==> src/rtl/merlin_fifo_arbiter.sv <==
// merlin_fifo_arbiter: round-robin merge of requester beats into one FIFO, with locked bursts capped at C_BURST_MAX
module merlin_fifo_arbiter #(
    parameter int C_NUM_REQ   = 4,
    parameter int C_WIDTH     = 32,
    parameter int C_BURST_MAX = 4
) (
    input  logic                           clk_i,
    input  logic                           reset_i,
    input  logic                           clk_en_i,
    input  logic                           flush_i,
    input  logic [C_NUM_REQ-1:0]           req_i,
    input  logic [C_NUM_REQ-1:0]           last_i,
    input  logic [C_NUM_REQ*C_WIDTH-1:0]   data_i,
    output logic [C_NUM_REQ-1:0]           ack_o,
    input  logic                           fifo_full_i,
    output logic                           fifo_wr_o,
    output logic [C_WIDTH-1:0]             fifo_din_o,
    output logic [$clog2(C_NUM_REQ)-1:0]   fifo_src_o,
    output logic                           busy_o
);
    localparam int SW = $clog2(C_NUM_REQ);
    localparam int CW = $clog2(C_BURST_MAX) + 1;
    typedef enum logic {IDLE, LOCKED} state_t;
    state_t          state_q, state_d;
    logic [SW-1:0]   rr_ptr_q, rr_ptr_d, owner_q, owner_d, win, sel;
    logic [CW-1:0]   beat_cnt_q, beat_cnt_d;
    logic            found, go, term;
    always_comb begin
        win   = '0;
        found = 1'b0;
        // downward scan so the requester closest to rr_ptr_q wins; pointer wrap relies on power-of-two C_NUM_REQ
        for (int i = C_NUM_REQ - 1; i >= 0; i--)
            if (req_i[rr_ptr_q + SW'(i)]) begin
                win   = rr_ptr_q + SW'(i);
                found = 1'b1;
            end
        sel        = (state_q == LOCKED) ? owner_q : win;
        go         = clk_en_i & ~flush_i & ~reset_i & ~fifo_full_i & ((state_q == LOCKED) ? req_i[owner_q] : found);
        ack_o      = go ? (C_NUM_REQ'(1) << sel) : '0;
        fifo_wr_o  = go;
        fifo_din_o = go ? data_i[sel*C_WIDTH +: C_WIDTH] : '0;
        fifo_src_o = go ? sel : '0;
        busy_o     = (state_q == LOCKED) & ~reset_i;
        term       = last_i[sel] | ((state_q == LOCKED) & ((beat_cnt_q + CW'(1)) == CW'(C_BURST_MAX)));
        state_d    = state_q;
        rr_ptr_d   = rr_ptr_q;
        owner_d    = owner_q;
        beat_cnt_d = beat_cnt_q;
        if (clk_en_i & flush_i) begin
            state_d    = IDLE;
            rr_ptr_d   = '0;
            owner_d    = '0;
            beat_cnt_d = '0;
        end else if (go & term) begin
            state_d    = IDLE;
            rr_ptr_d   = sel + SW'(1);
            beat_cnt_d = '0;
        end else if (go) begin
            state_d    = LOCKED;
            owner_d    = sel;
            beat_cnt_d = beat_cnt_q + CW'(1);
        end
    end
    always_ff @(posedge clk_i) begin
        if (reset_i) begin
            state_q    <= IDLE;
            rr_ptr_q   <= '0;
            owner_q    <= '0;
            beat_cnt_q <= '0;
        end else begin
            state_q    <= state_d;
            rr_ptr_q   <= rr_ptr_d;
            owner_q    <= owner_d;
            beat_cnt_q <= beat_cnt_d;
        end
    end
endmodule

==> config.mk <==
export PLATFORM = sky130hd
export DESIGN_NAME = merlin_fifo_arbiter
export DESIGN_NICKNAME = d
export VERILOG_FILES = /design/src/rtl/merlin_fifo_arbiter.sv
export SDC_FILE = /design/constraint.sdc
export NUM_CORES = 1
export LEC_CHECK = 0
export CORE_MARGIN = 4
export CORE_UTILIZATION = 31
export DETAILED_ROUTE_END_ITERATION = 12
export PLACE_DENSITY = 0.92
export SETUP_SLACK_MARGIN = 0.3
export SYNTH_ARGS = -nofsm -noshare
export SYNTH_HDL_FRONTEND = slang
export SYNTH_SLANG_ARGS = --single-unit
==> constraint.sdc <==
create_clock -name clk_i -period 2.5 [get_ports clk_i]
set_input_delay 0.5 -clock clk_i [delete_from_list [all_inputs] [get_ports clk_i]]
set_output_delay 0.5 -clock clk_i [all_outputs]
set_load 0.05 [all_outputs]
==> impl_results.md, run 1 <==
- CP Capture Point: fifo_din_o[25]
- Worst slack, placed: -0.806 ns
- Power Dens Cells: 264 nW/um^2
- Run status: finished with violations
- Hold Slack: 0.559 ns
- Final hold viol count: 0
- Mapped Cells: 337
- Die Wd: 85.6 um
- Initial antenna violation count: 0
- Synth Area per Inst: 5.54 sq um
- Die H: 85.6 um
- Drc violations: 0
- Reg2reg path depth: 9
- Clk Latency, worst-skew pair: 0.24 ns
- Critical-path maximum fanout: 7
- Critical Path, Cell by Cell: buf_8 > buf_6 > nor3b_4 > a211oi_2 > o221ai_2 > and2_4 > buf_6 > buf_8 > nand3_1 > and3_4 > buf_8
- Final worst-path cycle share: 108%
- Global Route met3 Usage: 5.67%
- Antenna Nets Post-Route: 0
- Violated checks: negative setup slack
- CP Launch Type: input port
- Top FF cell, synth: dfxtp_1
- Final nets: 698
- Die area: 7320 sq um
- Number of inserted diodes: 0
- GRT overflow: 0
- Yosys top cell area share: 28.2%
- Max clock buf depth: 2
- Overall routed net length: 15100 um
- Hold path startpoint: beat_cnt_q[1]
- CTS Sinks: 8
- Clk pwr share: 12.7%
- CP Capture Type: primary output
- Crit path largest cell delay: 0.26 ns
- Initial DRC Count: 298
- Register share of total power: 9.8%
- Gate power share: 77.5%
- Slew margin rel.: 72.2%
- Ys async rst share: 0%
- Flop-to-flop setup slack: 0.23 ns
- HP Class: reg2reg
- Worst-path clk slew: 0.05 ns
- Cell Rows: 27
- Routed wire length per instance: 24.4 um
- Crit path required time: 2.00 ns
- Hold_buf cts: 0
- Drt pass-1 iters: 5
- Clock Skew: 0.00530 ns
- First-pass GRT wire length: 18800 um
- Synth unique cells: 40
- DP Wirelength: 7370 um
- Max-cap violations: 0
- Synth Net Count: 484
- Share of cells above drive strength 1: 39.0%
- Max-slew violation count: 0
- Crit path setup slack, layout: -0.191 ns
- Post-synth EDFFs: 0
- Met2 Use GR: 63.9%
- PnR Total Power: 1.38 mW
- Total negative slack: -6.04 ns
- Worst IR Drop VDD: 0.000232 V
- Post-Syn Area: 1870 sq um
- Lkg Pwr: 2.21 nW
- Area leader, netlist: nand2_1
- Yosys Warn Count: 0
- CP max stage cell: o221ai_2
- F_max: 372 MHz
- Top cells by area, synth: nand2_1 28%, nand3_1 18%, and3_1 11%
- Initial core utilization: 32.9%
- Port bufs: 180
- IO Pins: 181
- Global-route track usage on met1: 33.1%
- CTS Buf Count: 3
- Seq cells post-synth: 8
- Vias/cell: 6.10
- GRT Max-Usage Layer: met2
- Cell mode on critical path: buf_8
- R2R Path Start: owner_q[1]
- Number of global-route vias before repair: 3724
- Slew @ Worst Pin: 0.413 ns
- Layout area overhead: 181%
- RSZ-0062 raised after global routing: yes
- CTS root buffer: clkbuf_8
- RR Endpoint: beat_cnt_q[2]
- Most frequent cells in the layout: 132 x nand2_1, 132 x clkdlybuf4s50_1, 37 x buf_8
- Pin count of the biggest net entering global routing: 27
- Setup violations, final: 39
- Htree depth: 1
- Switching power: 0.591 mW
- Share of the yosys chip area belonging to registers: 8.58%
- Internal power: 0.794 mW
- Critical path arrival: 2.19 ns
- GRT Overall Usage: 32.3%
- CTS tree: yes
- Switch share: 42.7%
- GP Congestion: 0.842
- Crit Path Category: in2out
- Via count: 3785
- Crit. Startpoint: req_i[2]
- Core area: 5680 sq um
- Minimum clock period: 2.69 ns
==> routing by layer <==
layer  routed length, um  vias up
met5                   0        -
met1                4830     1779
met4                1200        0
met3                1450      102
met2                7650      323
li1                    -     1581
==> cell usage after synthesis, types with 3 or more instances <==
| cell | instances |
|---|---|
| nand3_1 | 67 |
| and2_1 | 6 |
| buf_2 | 14 |
| o21ai_0 | 6 |
| a21oi_1 | 5 |
| nor2_1 | 4 |
| a21boi_0 | 3 |
| and3_1 | 32 |
| dfxtp_1 | 8 |
| clkbuf_1 | 7 |
| nand2_1 | 140 |
| buf_6 | 3 |
| ha_1 | 6 |
==> how the worst min path moves through the flow <==
stage | to | slack [ns] | cells after the start
after floorplan | owner_q[0] | 0.45 | 2
after global placement | beat_cnt_q[1] | 0.47 | 2
after detailed placement | beat_cnt_q[1] | 0.49 | 2
after CTS | beat_cnt_q[1] | 0.49 | 2
after global routing | beat_cnt_q[1] | 0.57 | 2
final | beat_cnt_q[1] | 0.56 | 2
==> area by class of cell <==
cell class,instances,area (sq um)
repair inverters,1,16.3
repair buffers,232,2760
multi-input cells,301,2130
fillers,219,438
clock buffers,3,41.3
inverters,4,31.3
flip-flops and latches,8,169
well taps,72,90.1
==> state kept, by name (all words and copies together) (netlist names) <==
signal and cells:
state_q 1, rr_ptr_q 2, beat_cnt_q 3, owner_q 2
==> power groups by stage <==
| stage | logic (mW) | registers [mW] | clock network [mW] |
|---|---|---|---|
| 2_1_floorplan | 0.417 | 0.137 | 0 |
| 3_3_place_gp | 0.719 | 0.138 | 0 |
| 3_5_place_dp | 0.739 | 0.138 | 0 |
| 4_1_cts | 0.927 | 0.135 | 0.157 |
| 5_1_grt | 1.12 | 0.136 | 0.176 |
| 6_report | 1.07 | 0.135 | 0.176 |
==> stage by stage <==
| step | util [%] | cell area (sq um) | std cells |
|---|---|---|---|
| after global routing | 92.3 | 5240 | 621 |
| after CTS | 87.4 | 4960 | 616 |
| after floorplan | - | 2300 | 337 |
| final | 92.3 | 5240 | 621 |
| after detailed placement | 72.6 | 4120 | 589 |
| after global placement | 72.6 | 4120 | 589 |
==> repair_timing <==
action	4_1_cts	5_1_grt
setup buffers	16	3
pin swaps	23	25
gates cloned	8	2
gates resized for setup	150	50
endpoints found under the setup margin	47	47
==> critical path: cells and delay by family <==
kind | cells | cell delay, ns
simple gates | 4 | 0.72
buf+inv | 5 | 0.63
compound gates | 2 | 0.33
==> cells by family after synthesis <==
group / count (synthesis) / synth area share [%]
muxes: 3 / 2.48
adders and majority gates: 6 / 4.02
buffers and inverters: 29 / 8.18
xor gates and xnor gates: 2 / 0.939
and+or+nand+nor: 265 / 66.6
AOI/OAI and AO/OA: 24 / 9.19
DFF: 8 / 8.58
(Power assumes the default switching activity.)
==> inputs of run 2 (changes only) <==
CORE_MARGIN = 2   (was 4)
SETUP_SLACK_MARGIN = default   (was 0.3)
==> run 2 against run 1 <==
  * The run still ends with negative setup slack left
  * Final cell count is 0.97% lower
  * Via count is 8.1% lower
  * Hold slack worse by 0.066 ns
  * Fmax is 3.4% lower
  * Combinational power is 8% lower
  * Critical path type unchanged
==> impl_results.md, run 2 (same netlist as run 1, synthesis figures left out) <==
- Run status: finished with violations
- Violated checks: negative setup slack
- Port bufs: 180
- Max-slew violation count: 0
- Critical-path maximum fanout: 15
- Final nets: 689
- GRT Overall Usage: 32.7%
- Number of global-route vias before repair: 3484
- Slew margin rel.: 53.4%
- Die area: 6650 sq um
- Core area: 5850 sq um
- GP Congestion: 0.929
- Area taken by multi-input logic gates: 1940 sq um
- Most flop-heavy register: beat_cnt_q
- Most frequent cells in the layout: 132 x clkdlybuf4s50_1, 125 x nand2_1, 50 x nand3_1
- Share of cells above drive strength 1: 34.3%
- CTS tree: yes
- Max reg flops: 3
- Crit path setup slack, layout: -0.286 ns
- Switch share: 40.4%
- Register share of total power: 10.7%
- Seq. cell area: 165 sq um
- Drt pass-1 iters: 4
- Initial core utilization: 31.9%
- Worst-path clk slew: 0.04 ns
- CP Capture Type: primary output
- CTS root buffer: clkbuf_8
- Post-layout util: 86.6%
- Initial antenna violation count: 0
- Hold_buf cts: 0
- Initial DRC Count: 236
- Clk pwr share: 12.4%
- Number of inserted diodes: 0
- Layout area overhead: 172%
- Routed wire length per instance: 20.2 um
- CTS Sinks: 8
- CP Launch Type: input port
- Die Wd: 81.6 um
- Minimum clock period: 2.79 ns
- Power Dens Cells: 251 nW/um^2
- F_max: 359 MHz
- Commonest non-fill, non-tap cell in the layout: clkdlybuf4s50_1
- Drc violations: 0
- Critical Path, Cell by Cell: buf_8 > nand2b_4 > a211oi_2 > nor3_2 > a21oi_4 > clkinv_4 > buf_12 > buf_16 > nand2_1 > nand3_1 > and3_4 > buf_12
- Placed insts: 592
- CTS Buf Count: 3
- Crit path required time: 2.00 ns
- Antenna Nets Post-Route: 0
- Final worst-path cycle share: 111%
- Lkg Pwr: 2.12 nW
- IO Pins: 181
- DP Wirelength: 7680 um
- Pin count of the biggest net entering global routing: 20
- Worst IR Drop VDD: 0.000247 V
- RSZ-0062 raised after global routing: yes
- Htree depth: 1
- GRT overflow: 0
- Clk Latency, worst-skew pair: 0.23 ns
- Final hold viol count: 0
- Crit path largest cell delay: 0.23 ns
- Slew @ Worst Pin: 0.699 ns
- Max-cap violations: 0
- Registers with the most flip-flops: beat_cnt_q: 3 flops, owner_q: 2 flops, rr_ptr_q: 2 flops
- Cell mode on critical path: buf_12
- CP max stage cell: a21oi_4
- Crit Path Category: in2out
- HP Class: reg2reg
- Critical path arrival: 2.29 ns
- Clock Skew: 0.00194 ns
- Final Non-Filler Cells: 615
- Overall routed net length: 12400 um
- Switching power: 0.514 mW
- Gate power share: 77.0%
- Max clock buf depth: 2
- PnR Total Power: 1.27 mW
- Vias/cell: 5.66
- Setup violations, final: 37
- Cell Rows: 28
- Internal power: 0.759 mW
- Fill cells: 307
- Flop-to-flop setup slack: 0.27 ns
- First-pass GRT wire length: 16700 um
- Die H: 81.6 um
- Via count: 3480
## run 2: timing repair
action | 4_1_cts | 5_1_grt
cloned | 7 | 2
setup endpoints to repair | 46 | 41
gates resized for setup | 76 | 59
pin swaps | 11 | 8
buffers inserted | 9 | 5
## run 2: area by class of cell
type | instances | area share (%)
clock buffer | 3 | 0.815
inverter | 4 | 0.395
multi-input combinational | 301 | 38.3
sequential | 8 | 3.26
tap | 75 | 1.85
timing repair buffer | 224 | 55.4
## run 2: through the flow
stage / setup TNS (ns) / hold WS (ns) / worst slack (ns) / cell area, sq um
6_report: -7.03 / 0.494 / -0.286 / 5070
5_1_grt: -9.51 / 0.516 / -0.368 / 5070
4_1_cts: -5.94 / 0.490 / -0.204 / 4770
3_5_place_dp: -31.03 / 0.483 / -0.775 / 4300
3_3_place_gp: -27.64 / 0.470 / -0.690 / 4300
2_1_floorplan: -1.76 / 0.449 / -0.0879 / 1940
## run 2: layer usage
| layer | share of wire (%) | global-route usage, % |
|---|---|---|
| met3 | 7.8 | 7.03 |
| met1 | 34 | 34.6 |
| met5 | 0 | 0 |
| met2 | 53 | 59.2 |
| met4 | 5.3 | 19.7 |
## run 2: power groups by stage
| stage | registers [mW] | logic [mW] | clock network [mW] |
|---|---|---|---|
| finish | 0.136 | 0.980 | 0.157 |
| global route | 0.136 | 1.03 | 0.165 |
| CTS | 0.136 | 0.872 | 0.157 |
| detailed placement | 0.137 | 0.752 | 0 |
| global placement | 0.137 | 0.731 | 0 |
| floorplan | 0.136 | 0.335 | 0 |
## run 2: worst paths after layout
kind | start | end | cells after the start
worst max-delay path | req_i[3] | fifo_din_o[3] | 12
worst min-delay path | owner_q[0] | owner_q[0] | 2
worst max register to register | rr_ptr_q[1] | rr_ptr_q[0] | 8
worst min register to register | owner_q[0] | owner_q[0] | 2
## run 2: worst max-delay path, delay by kind of cell
kind	cells	cell delay [ns]
AOI/OAI and AO/OA	2	0.42
buffers and inverters	5	0.73
and+or+nand+nor	5	0.63
